<file path="src/rtl/rvm_trap_ctrl_pkg.sv">
// Shared constants and helpers for the machine-mode trap controller:
// CSR addresses, CSR op encodings, interrupt cause codes and FSM states.
package rvm_trap_ctrl_pkg;

  localparam logic [3:0] CSR_OP_RW = 4'd1;
  localparam logic [3:0] CSR_OP_RS = 4'd2;
  localparam logic [3:0] CSR_OP_RC = 4'd3;

  localparam logic [11:0] CSR_MSTATUS   = 12'h300;
  localparam logic [11:0] CSR_MIE       = 12'h304;
  localparam logic [11:0] CSR_MTVEC     = 12'h305;
  localparam logic [11:0] CSR_MSCRATCH  = 12'h340;
  localparam logic [11:0] CSR_MEPC      = 12'h341;
  localparam logic [11:0] CSR_MCAUSE    = 12'h342;
  localparam logic [11:0] CSR_MTVAL     = 12'h343;
  localparam logic [11:0] CSR_MIP       = 12'h344;
  localparam logic [11:0] CSR_MTIMECMP  = 12'h7c0;
  localparam logic [11:0] CSR_MTIMECMPH = 12'h7c1;
  localparam logic [11:0] CSR_MCYCLE    = 12'hb00;
  localparam logic [11:0] CSR_MINSTRET  = 12'hb02;
  localparam logic [11:0] CSR_MCYCLEH   = 12'hb80;
  localparam logic [11:0] CSR_MINSTRETH = 12'hb82;
  localparam logic [11:0] CSR_MHARTID   = 12'hf14;

  localparam logic [4:0] IRQ_CODE_MEI  = 5'd11;
  localparam logic [4:0] IRQ_CODE_MSI  = 5'd3;
  localparam logic [4:0] IRQ_CODE_MTI  = 5'd7;
  localparam logic [4:0] IRQ_CODE_EXT0 = 5'd16;

  typedef enum logic [1:0] {
    ST_RUN    = 2'd0,
    ST_ENTER  = 2'd1,
    ST_RETURN = 2'd2
  } trap_state_e;

  function automatic logic [31:0] csr_apply(input logic [3:0] op, input logic [31:0] old_val,
                                            input logic [31:0] src);
    logic [31:0] res;
    case (op)
      CSR_OP_RW: res = src;
      CSR_OP_RS: res = old_val | src;
      CSR_OP_RC: res = old_val & ~src;
      default:   res = old_val;
    endcase
    return res;
  endfunction

  // Request index (priority order) to mcause interrupt code.
  function automatic logic [4:0] irq_code(input int idx);
    logic [4:0] res;
    case (idx)
      0:       res = IRQ_CODE_MEI;
      1:       res = IRQ_CODE_MSI;
      2:       res = IRQ_CODE_MTI;
      default: res = IRQ_CODE_EXT0 + 5'(idx - 3);
    endcase
    return res;
  endfunction

endpackage

</file>
<file path="src/rtl/rvm_trap_ctrl_irq_prio.sv">
// Fixed-priority interrupt encoder: request 0 is highest; returns the
// mcause code of the winning request.
module rvm_trap_ctrl_irq_prio import rvm_trap_ctrl_pkg::*; #(
  parameter int NUM_REQ = 7
) (
  input  logic [NUM_REQ-1:0] req,
  output logic               valid,
  output logic [4:0]         code
);

  // Scan from lowest to highest priority so the highest pending one wins.
  always_comb begin
    valid = 1'b0;
    code  = 5'd0;
    for (int i = NUM_REQ - 1; i >= 0; i--) begin
      code  = req[i] ? irq_code(i) : code;
      valid = valid | req[i];
    end
  end

endmodule

</file>
<file path="src/rtl/rvm_trap_ctrl.sv">
// Machine-mode CSR file, interrupt arbitration and trap/MRET sequencing
// unit; issues one-cycle redirects to the PCU.
module rvm_trap_ctrl import rvm_trap_ctrl_pkg::*; #(
  parameter int          NUM_EXT_IRQ = 4,
  parameter int          CNT_WIDTH   = 64,
  parameter logic [31:0] MTVEC_RESET = 32'h0000_01c0,
  parameter bit          VECTORED    = 1'b1,
  parameter logic [31:0] MHARTID     = 32'd0
) (
  input  logic                   clk,
  input  logic                   resetn,
  input  logic                   core_stall,
  input  logic [31:0]            pc,
  input  logic                   instr_retired,
  input  logic [3:0]             csr_op,
  input  logic [11:0]            csr_addr,
  input  logic [31:0]            csr_wsrc,
  output logic [31:0]            csr_rdata,
  output logic                   csr_illegal,
  input  logic                   irq_mei,
  input  logic                   irq_msi,
  input  logic [NUM_EXT_IRQ-1:0] ext_irq,
  input  logic                   exc_valid,
  input  logic [3:0]             exc_cause,
  input  logic [31:0]            exc_tval,
  input  logic                   mret,
  output logic                   redirect,
  output logic [31:0]            redirect_pc,
  output logic [31:0]            mepc
);

  localparam int          NUM_REQ    = NUM_EXT_IRQ + 3;
  localparam logic [31:0] MIE_MASK   = 32'h0000_0888 | (((32'd1 << NUM_EXT_IRQ) - 32'd1) << 16);
  localparam logic [31:0] MTVEC_MASK = VECTORED ? 32'hffff_fffd : 32'hffff_fffc;
  localparam logic [63:0] CNT_MASK   = (CNT_WIDTH >= 64) ? 64'hffff_ffff_ffff_ffff
                                                         : ((64'd1 << CNT_WIDTH) - 64'd1);

  trap_state_e state_r, state_next_s;

  logic        mstatus_mie_r, mstatus_mpie_r;
  logic [31:0] mie_r, mtvec_r, mscratch_r, mepc_r, mcause_r, mtval_r;
  logic [63:0] mtimecmp_r, mcycle_r, minstret_r;
  logic        redirect_r;
  logic [31:0] redirect_pc_r;

  logic                mtip_s;
  logic [31:0]         mip_s;
  logic [NUM_REQ-1:0]  req_s;
  logic                irq_valid_s;
  logic [4:0]          irq_code_s;
  logic                csr_known_s, csr_op_valid_s, csr_we_s;
  logic [31:0]         csr_wdata_s;
  logic                take_exc_s, take_irq_s, take_mret_s, trap_s, minstret_inc_s;
  logic [31:0]         trap_base_s, irq_target_s;

  assign mtip_s = (mcycle_r >= mtimecmp_r);

  // Live pending-interrupt view; mip holds no state of its own.
  always_comb begin
    mip_s                      = 32'd0;
    mip_s[3]                   = irq_msi;
    mip_s[7]                   = mtip_s;
    mip_s[11]                  = irq_mei;
    mip_s[16 +: NUM_EXT_IRQ]   = ext_irq;
  end

  assign req_s = {ext_irq & mie_r[16 +: NUM_EXT_IRQ], mtip_s & mie_r[7],
                  irq_msi & mie_r[3], irq_mei & mie_r[11]};

  rvm_trap_ctrl_irq_prio #(.NUM_REQ(NUM_REQ)) u_irq_prio (
    .req   (req_s),
    .valid (irq_valid_s),
    .code  (irq_code_s)
  );

  // CSR read mux; also flags whether the address exists at all.
  always_comb begin
    csr_rdata   = 32'd0;
    csr_known_s = 1'b1;
    case (csr_addr)
      CSR_MSTATUS:   csr_rdata = {19'd0, 2'b11, 3'd0, mstatus_mpie_r, 3'd0, mstatus_mie_r, 3'd0};
      CSR_MIE:       csr_rdata = mie_r;
      CSR_MTVEC:     csr_rdata = mtvec_r;
      CSR_MSCRATCH:  csr_rdata = mscratch_r;
      CSR_MEPC:      csr_rdata = mepc_r;
      CSR_MCAUSE:    csr_rdata = mcause_r;
      CSR_MTVAL:     csr_rdata = mtval_r;
      CSR_MIP:       csr_rdata = mip_s;
      CSR_MTIMECMP:  csr_rdata = mtimecmp_r[31:0];
      CSR_MTIMECMPH: csr_rdata = mtimecmp_r[63:32];
      CSR_MCYCLE:    csr_rdata = mcycle_r[31:0];
      CSR_MCYCLEH:   csr_rdata = mcycle_r[63:32];
      CSR_MINSTRET:  csr_rdata = minstret_r[31:0];
      CSR_MINSTRETH: csr_rdata = minstret_r[63:32];
      CSR_MHARTID:   csr_rdata = MHARTID;
      default:       csr_known_s = 1'b0;
    endcase
  end

  assign csr_op_valid_s = (csr_op == CSR_OP_RW) || (csr_op == CSR_OP_RS) || (csr_op == CSR_OP_RC);
  assign csr_illegal    = csr_op_valid_s && (!csr_known_s || (csr_addr[11:10] == 2'b11));
  assign csr_wdata_s    = csr_apply(csr_op, csr_rdata, csr_wsrc);

  // Next state and trap decisions; only RUN with no stall may decide.
  always_comb begin
    state_next_s = state_r;
    take_exc_s   = 1'b0;
    take_irq_s   = 1'b0;
    take_mret_s  = 1'b0;
    case (state_r)
      ST_RUN: begin
        if (core_stall) begin
          state_next_s = ST_RUN;
        end else if (exc_valid) begin
          take_exc_s   = 1'b1;
          state_next_s = ST_ENTER;
        end else if (mret) begin
          take_mret_s  = 1'b1;
          state_next_s = ST_RETURN;
        end else if (mstatus_mie_r && irq_valid_s) begin
          take_irq_s   = 1'b1;
          state_next_s = ST_ENTER;
        end else begin
          state_next_s = ST_RUN;
        end
      end
      ST_ENTER, ST_RETURN: state_next_s = core_stall ? state_r : ST_RUN;
      default:             state_next_s = ST_RUN;
    endcase
  end

  assign trap_s         = take_exc_s | take_irq_s;
  assign csr_we_s       = (state_r == ST_RUN) && !core_stall && !trap_s && !take_mret_s &&
                          csr_op_valid_s && !csr_illegal;
  assign minstret_inc_s = instr_retired && !core_stall && !trap_s && !take_mret_s;
  assign trap_base_s    = {mtvec_r[31:2], 2'b00};
  assign irq_target_s   = (VECTORED && mtvec_r[0]) ? trap_base_s + {25'd0, irq_code_s, 2'b00}
                                                   : trap_base_s;

  // State register and the registered redirect pulse/target.
  always_ff @(posedge clk or negedge resetn) begin
    if (!resetn) begin
      state_r       <= ST_RUN;
      redirect_r    <= 1'b0;
      redirect_pc_r <= 32'd0;
    end else begin
      state_r    <= state_next_s;
      redirect_r <= trap_s | take_mret_s;
      if (take_exc_s)       redirect_pc_r <= trap_base_s;
      else if (take_irq_s)  redirect_pc_r <= irq_target_s;
      else if (take_mret_s) redirect_pc_r <= mepc_r;
      else                  redirect_pc_r <= redirect_pc_r;
    end
  end

  // Trap-touched CSRs: trap entry and MRET take precedence over CSR writes.
  always_ff @(posedge clk or negedge resetn) begin
    if (!resetn) begin
      mstatus_mie_r  <= 1'b0;
      mstatus_mpie_r <= 1'b0;
      mepc_r         <= 32'd0;
      mcause_r       <= 32'd0;
      mtval_r        <= 32'd0;
    end else if (take_exc_s) begin
      mepc_r         <= pc;
      mcause_r       <= {28'd0, exc_cause};
      mtval_r        <= exc_tval;
      mstatus_mpie_r <= mstatus_mie_r;
      mstatus_mie_r  <= 1'b0;
    end else if (take_irq_s) begin
      mepc_r         <= pc;
      mcause_r       <= {1'b1, 26'd0, irq_code_s};
      mtval_r        <= 32'd0;
      mstatus_mpie_r <= mstatus_mie_r;
      mstatus_mie_r  <= 1'b0;
    end else if (take_mret_s) begin
      mstatus_mie_r  <= mstatus_mpie_r;
      mstatus_mpie_r <= 1'b1;
    end else if (csr_we_s) begin
      case (csr_addr)
        CSR_MSTATUS: begin
          mstatus_mie_r  <= csr_wdata_s[3];
          mstatus_mpie_r <= csr_wdata_s[7];
        end
        CSR_MEPC:   mepc_r   <= csr_wdata_s;
        CSR_MCAUSE: mcause_r <= csr_wdata_s;
        CSR_MTVAL:  mtval_r  <= csr_wdata_s;
        default: ;
      endcase
    end else begin
      mepc_r <= mepc_r;
    end
  end

  // Software-only CSRs: enables, vector base, scratch and timer compare.
  always_ff @(posedge clk or negedge resetn) begin
    if (!resetn) begin
      mie_r      <= 32'd0;
      mtvec_r    <= MTVEC_RESET;
      mscratch_r <= 32'd0;
      mtimecmp_r <= 64'hffff_ffff_ffff_ffff;
    end else if (csr_we_s) begin
      case (csr_addr)
        CSR_MIE:       mie_r             <= csr_wdata_s & MIE_MASK;
        CSR_MTVEC:     mtvec_r           <= csr_wdata_s & MTVEC_MASK;
        CSR_MSCRATCH:  mscratch_r        <= csr_wdata_s;
        CSR_MTIMECMP:  mtimecmp_r[31:0]  <= csr_wdata_s;
        CSR_MTIMECMPH: mtimecmp_r[63:32] <= csr_wdata_s;
        default: ;
      endcase
    end else begin
      mie_r <= mie_r;
    end
  end

  // Counters: a write to either half replaces that cycle's increment.
  always_ff @(posedge clk or negedge resetn) begin
    if (!resetn) begin
      mcycle_r   <= 64'd0;
      minstret_r <= 64'd0;
    end else begin
      if (csr_we_s && csr_addr == CSR_MCYCLE)
        mcycle_r <= {mcycle_r[63:32], csr_wdata_s} & CNT_MASK;
      else if (csr_we_s && csr_addr == CSR_MCYCLEH)
        mcycle_r <= {csr_wdata_s, mcycle_r[31:0]} & CNT_MASK;
      else
        mcycle_r <= (mcycle_r + 64'd1) & CNT_MASK;

      if (csr_we_s && csr_addr == CSR_MINSTRET)
        minstret_r <= {minstret_r[63:32], csr_wdata_s} & CNT_MASK;
      else if (csr_we_s && csr_addr == CSR_MINSTRETH)
        minstret_r <= {csr_wdata_s, minstret_r[31:0]} & CNT_MASK;
      else if (minstret_inc_s)
        minstret_r <= (minstret_r + 64'd1) & CNT_MASK;
      else
        minstret_r <= minstret_r;
    end
  end

  assign redirect    = redirect_r;
  assign redirect_pc = redirect_pc_r;
  assign mepc        = mepc_r;

endmodule
</file>
<file path="config.mk">
export PLATFORM = sky130hd
export DESIGN_NAME = rvm_trap_ctrl
export DESIGN_NICKNAME = d
export VERILOG_FILES = /design/src/rtl/rvm_trap_ctrl_pkg.sv /design/src/rtl/rvm_trap_ctrl_irq_prio.sv /design/src/rtl/rvm_trap_ctrl.sv
export SDC_FILE = /design/constraint.sdc
export NUM_CORES = 1
export LEC_CHECK = 0
export BUFFER_PORTS_ARGS = -buffer_cell sky130_fd_sc_hd__buf_2
export CORE_ASPECT_RATIO = 1.25
export CORE_MARGIN = 1
export CORE_UTILIZATION = 35
export CTS_CLUSTER_DIAMETER = 80
export DETAILED_ROUTE_END_ITERATION = 6
export PLACE_DENSITY_LB_ADDON = 0.1
export SYNTH_ARGS = -nofsm -noshare
export SYNTH_HDL_FRONTEND = slang
export SYNTH_SLANG_ARGS = --single-unit
</file>
<file path="constraint.sdc">
create_clock -name clk -period 5.49 [get_ports clk]
set_input_delay 1.098 -clock clk [delete_from_list [all_inputs] [get_ports clk]]
set_output_delay 1.098 -clock clk [all_outputs]
set_load 0.02 [all_outputs]
</file>
==> flow_metrics.py <==
metrics = {
    "grt": {
        "grtUsageTotal_pct": 33.3,
        "grt_pass1_vias": 23900,
        "gr-total-overflow": 0,
        "grt_pass1_wl_um": 174000,
        "grt_start_max_net_pins": 93,
        "antenna_found_initial": 7,
    },
    "finish": {
        "fillers": 7154,
        "layout.nets": 3286,
        "syn2layout_area_growth_pct": 18.4,
        "final_cell_mix": "dfrtp_1, nand2_1, o21ai_0",
        "fin_cells": 4065,
        "final_common_cell": "dfrtp_1",
        "drive_above_1_share_pct": 20.4,
    },
    "synthesis": {
        "ys_ff_latch": 395,
        "synth_edf_count": 0,
        "synth.distinct_cells": 100,
        "async_flop_share_pct": 100,
        "synth_warnings": 0,
        "synth_cells": 2848,
        "synth.avg_cell_area_um2": 8.79,
        "ys.flop_type": "dfrtp_1",
        "syn_area_mm2": 0.0250,
        "syn-num-nets": 3049,
        "yosysSeqAreaShare_pct": 39.8,
    },
    "routing": {
        "wl_per_cell_um": 30.0,
        "drc_errors": 0,
        "dr.pass1.iters": 6,
        "drt_wl_total_um": 122000,
        "drt-initial-drc-count": 2830,
        "vias": 25200,
        "routed_via_density": 6.19,
        "final_antenna_net_count": 0,
    },
    "die": {
        "die_area_mm2": 0.0726,
        "core_area_mm2": 0.0708,
        "row_count": 109,
        "boundaryPins": 226,
        "start_util_pct": 35.4,
        "die_x_um": 241,
        "die_h_um": 301,
    },
    "flow_run": {
        "cap_viol_max_count": 0,
    },
    "power": {
        "p_total_w": 0.00791,
        "p_per_area_mw_per_mm2": 267,
        "p_leak_nw": 12.5,
        "max-vdd-ir-drop_uv": 241,
    },
    "clocking": {
        "root_buffer": "clkbuf_16",
        "cts_buffer_depth": 3,
        "clock-sinks": 395,
        "cts_tree": "built",
        "ctsHtreeMaxLevel": 2,
        "cts.clk_slew.worst_paths_ns": 0.06,
        "clk_latency_ns": 0.61,
        "numCtsBuffers": 48,
    },
    "placed_design": {
        "post-place-ws_ns": 0.386,
        "dp.cells": 3978,
        "hpwl_um": 92400,
        "portBuffers": 225,
        "place.gp.congestion": 0.957,
    },
    "timing": {
        "setup_ws_ns": 0.424,
        "layout_min_cycle_time_ns": 5.07,
        "hold_ws_ns": 0.461,
        "grt_setup_unrepaired": "no",
        "maxSlewHeadroom_pct": 22.3,
        "setup_viol": 0,
        "worst_pin_slew_ns": 1.17,
        "finalHoldViolCount": 0,
        "fmax_mhz": 197,
        "tns_ns": 0,
        "post-route-period-util_pct": 92.3,
        "drv_slew": 0,
        "finClkSkew_ns": 0.0202,
    },
    "hold_path": {
        "hold_path.class": "in2async",
    },
    "critical_path": {
        "end_kind": "primary output",
        "path_class": "in2out",
        "reg2reg_to": "redirect_pc[20]",
        "r2r-start": "mtimecmp_r[38]",
        "crit_arrival_ns": 3.97,
        "cp_max_fo": 9,
        "cp.required_ns": 4.39,
        "reg2reg_setup_slack_ns": 0.44,
        "reg2reg_depth": 21,
        "startpoint_type": "input port",
    },
    "run_status": {
        "status": "finished clean",
    },
}
## routing by layer
layer	wire (um)	vias to the layer above	share of wire [%]	global-route usage (%)
li1	-	11100	-	-
met1	51600	12600	42	45.5
met2	55700	1206	46	52.8
met3	9020	228	7.4	4.14
met4	5400	2	4.4	13.7
met5	13	-	0.011	0
## critical path, cell delays in order
cell	delay [ns]
buf_2	0.13
nor4_1	0.91
nand2_1	0.58
buf_4	0.36
nor2_1	0.25
a21oi_1	0.07
nand3_1	0.31
buf_2	0.24
## synth_stat cells (33+ instances only)
cell / number / area share (%)
a211oi_1: 39 / 1.2
a21oi_1: 246 / 4.9
a22o_1: 41 / 1.4
a22oi_1: 89 / 2.7
and3_1: 66 / 1.6
buf_2: 58 / 1.2
clkbuf_1: 115 / 1.7
dfrtp_1: 328 / 33
dfstp_2: 67 / 7.0
ha_1: 72 / 3.6
inv_1: 151 / 2.3
mux2_2: 33 / 1.5
mux2i_1: 72 / 2.9
nand2_1: 285 / 4.3
nand3_1: 101 / 2.0
nand4_1: 45 / 1.1
nor2_1: 149 / 2.2
nor3_1: 54 / 1.1
o21ai_0: 252 / 5.0
## timing repair
item                                    4_1_cts  5_1_grt
buffers inserted                              0        0
endpoints found under the setup margin        0        1
hold buffers                                  0        0
gates resized for setup                       0        4
endpoints found under the hold margin         0        0
## cells by family after synthesis
| group | Yosys count | share of synthesized area, % |
|---|---|---|
| AO/OA/AOI/OAI | 1025 | 27.4 |
| multiplexers | 107 | 4.45 |
| flip-flops | 395 | 39.8 |
| buffers and inverters | 348 | 5.76 |
| XOR/XNOR | 42 | 1.47 |
| adder cells (fa/ha/maj) | 73 | 3.68 |
| AND/OR/NAND/NOR | 858 | 17.4 |
## stage by stage
stage               area [um2]  util (%)
floorplan                25000         -
global placement         28000      39.6
detailed placement       28000      39.6
CTS                      29600      41.8
global route             29600      41.9
finish                   29600      41.9
## worst max path at each step
stage	slack, ns	from	to
final	0.42	csr_addr[7]	csr_rdata[15]
after global routing	0.08	mtimecmp_r[37]	redirect_pc[20]
after CTS	0.34	mtimecmp_r[37]	redirect_pc[20]
after detailed placement	0.39	mtimecmp_r[37]	redirect_pc[20]
after global placement	0.47	mtimecmp_r[37]	redirect_pc[20]
after floorplan	0.73	mtimecmp_r[11]	redirect_pc[25]
## cell type report
| cell class | count | area, um2 | area share, % |
|---|---|---|---|
| tap | 943 | 1180 | 3.98 |
| clock buffer | 72 | 1420 | 4.80 |
| multi-input combinational | 2105 | 13800 | 46.5 |
| clock inverter | 13 | 194 | 0.654 |
| sequential | 395 | 9970 | 33.6 |
| timing repair buffer | 383 | 2510 | 8.47 |
| antenna | 2 | 5.00 | 0.0169 |
| inverter | 152 | 571 | 1.93 |
## state kept, by name, summed over array words and instances (netlist names)
register and cells:
mstatus_mie_r 1, mcycle_r 64, mstatus_mpie_r 1, minstret_r 64, redirect_pc 32, redirect 1
mepc 32, state_r 2, mtvec_r 31, mcause_r 32, mscratch_r 32, mtimecmp_r 64
mie_r 7, mtval_r 32
## where the power goes
part	total (W)	internal, W	switching, W
Clock	0.00337	0.00197	0.00140
Sequential	0.00343	0.00314	0.000288
Combinational	0.00111	0.000385	0.000726
Total	0.00791	0.00550	0.00241
No activity file was read; power rests on OpenSTA's default activity.
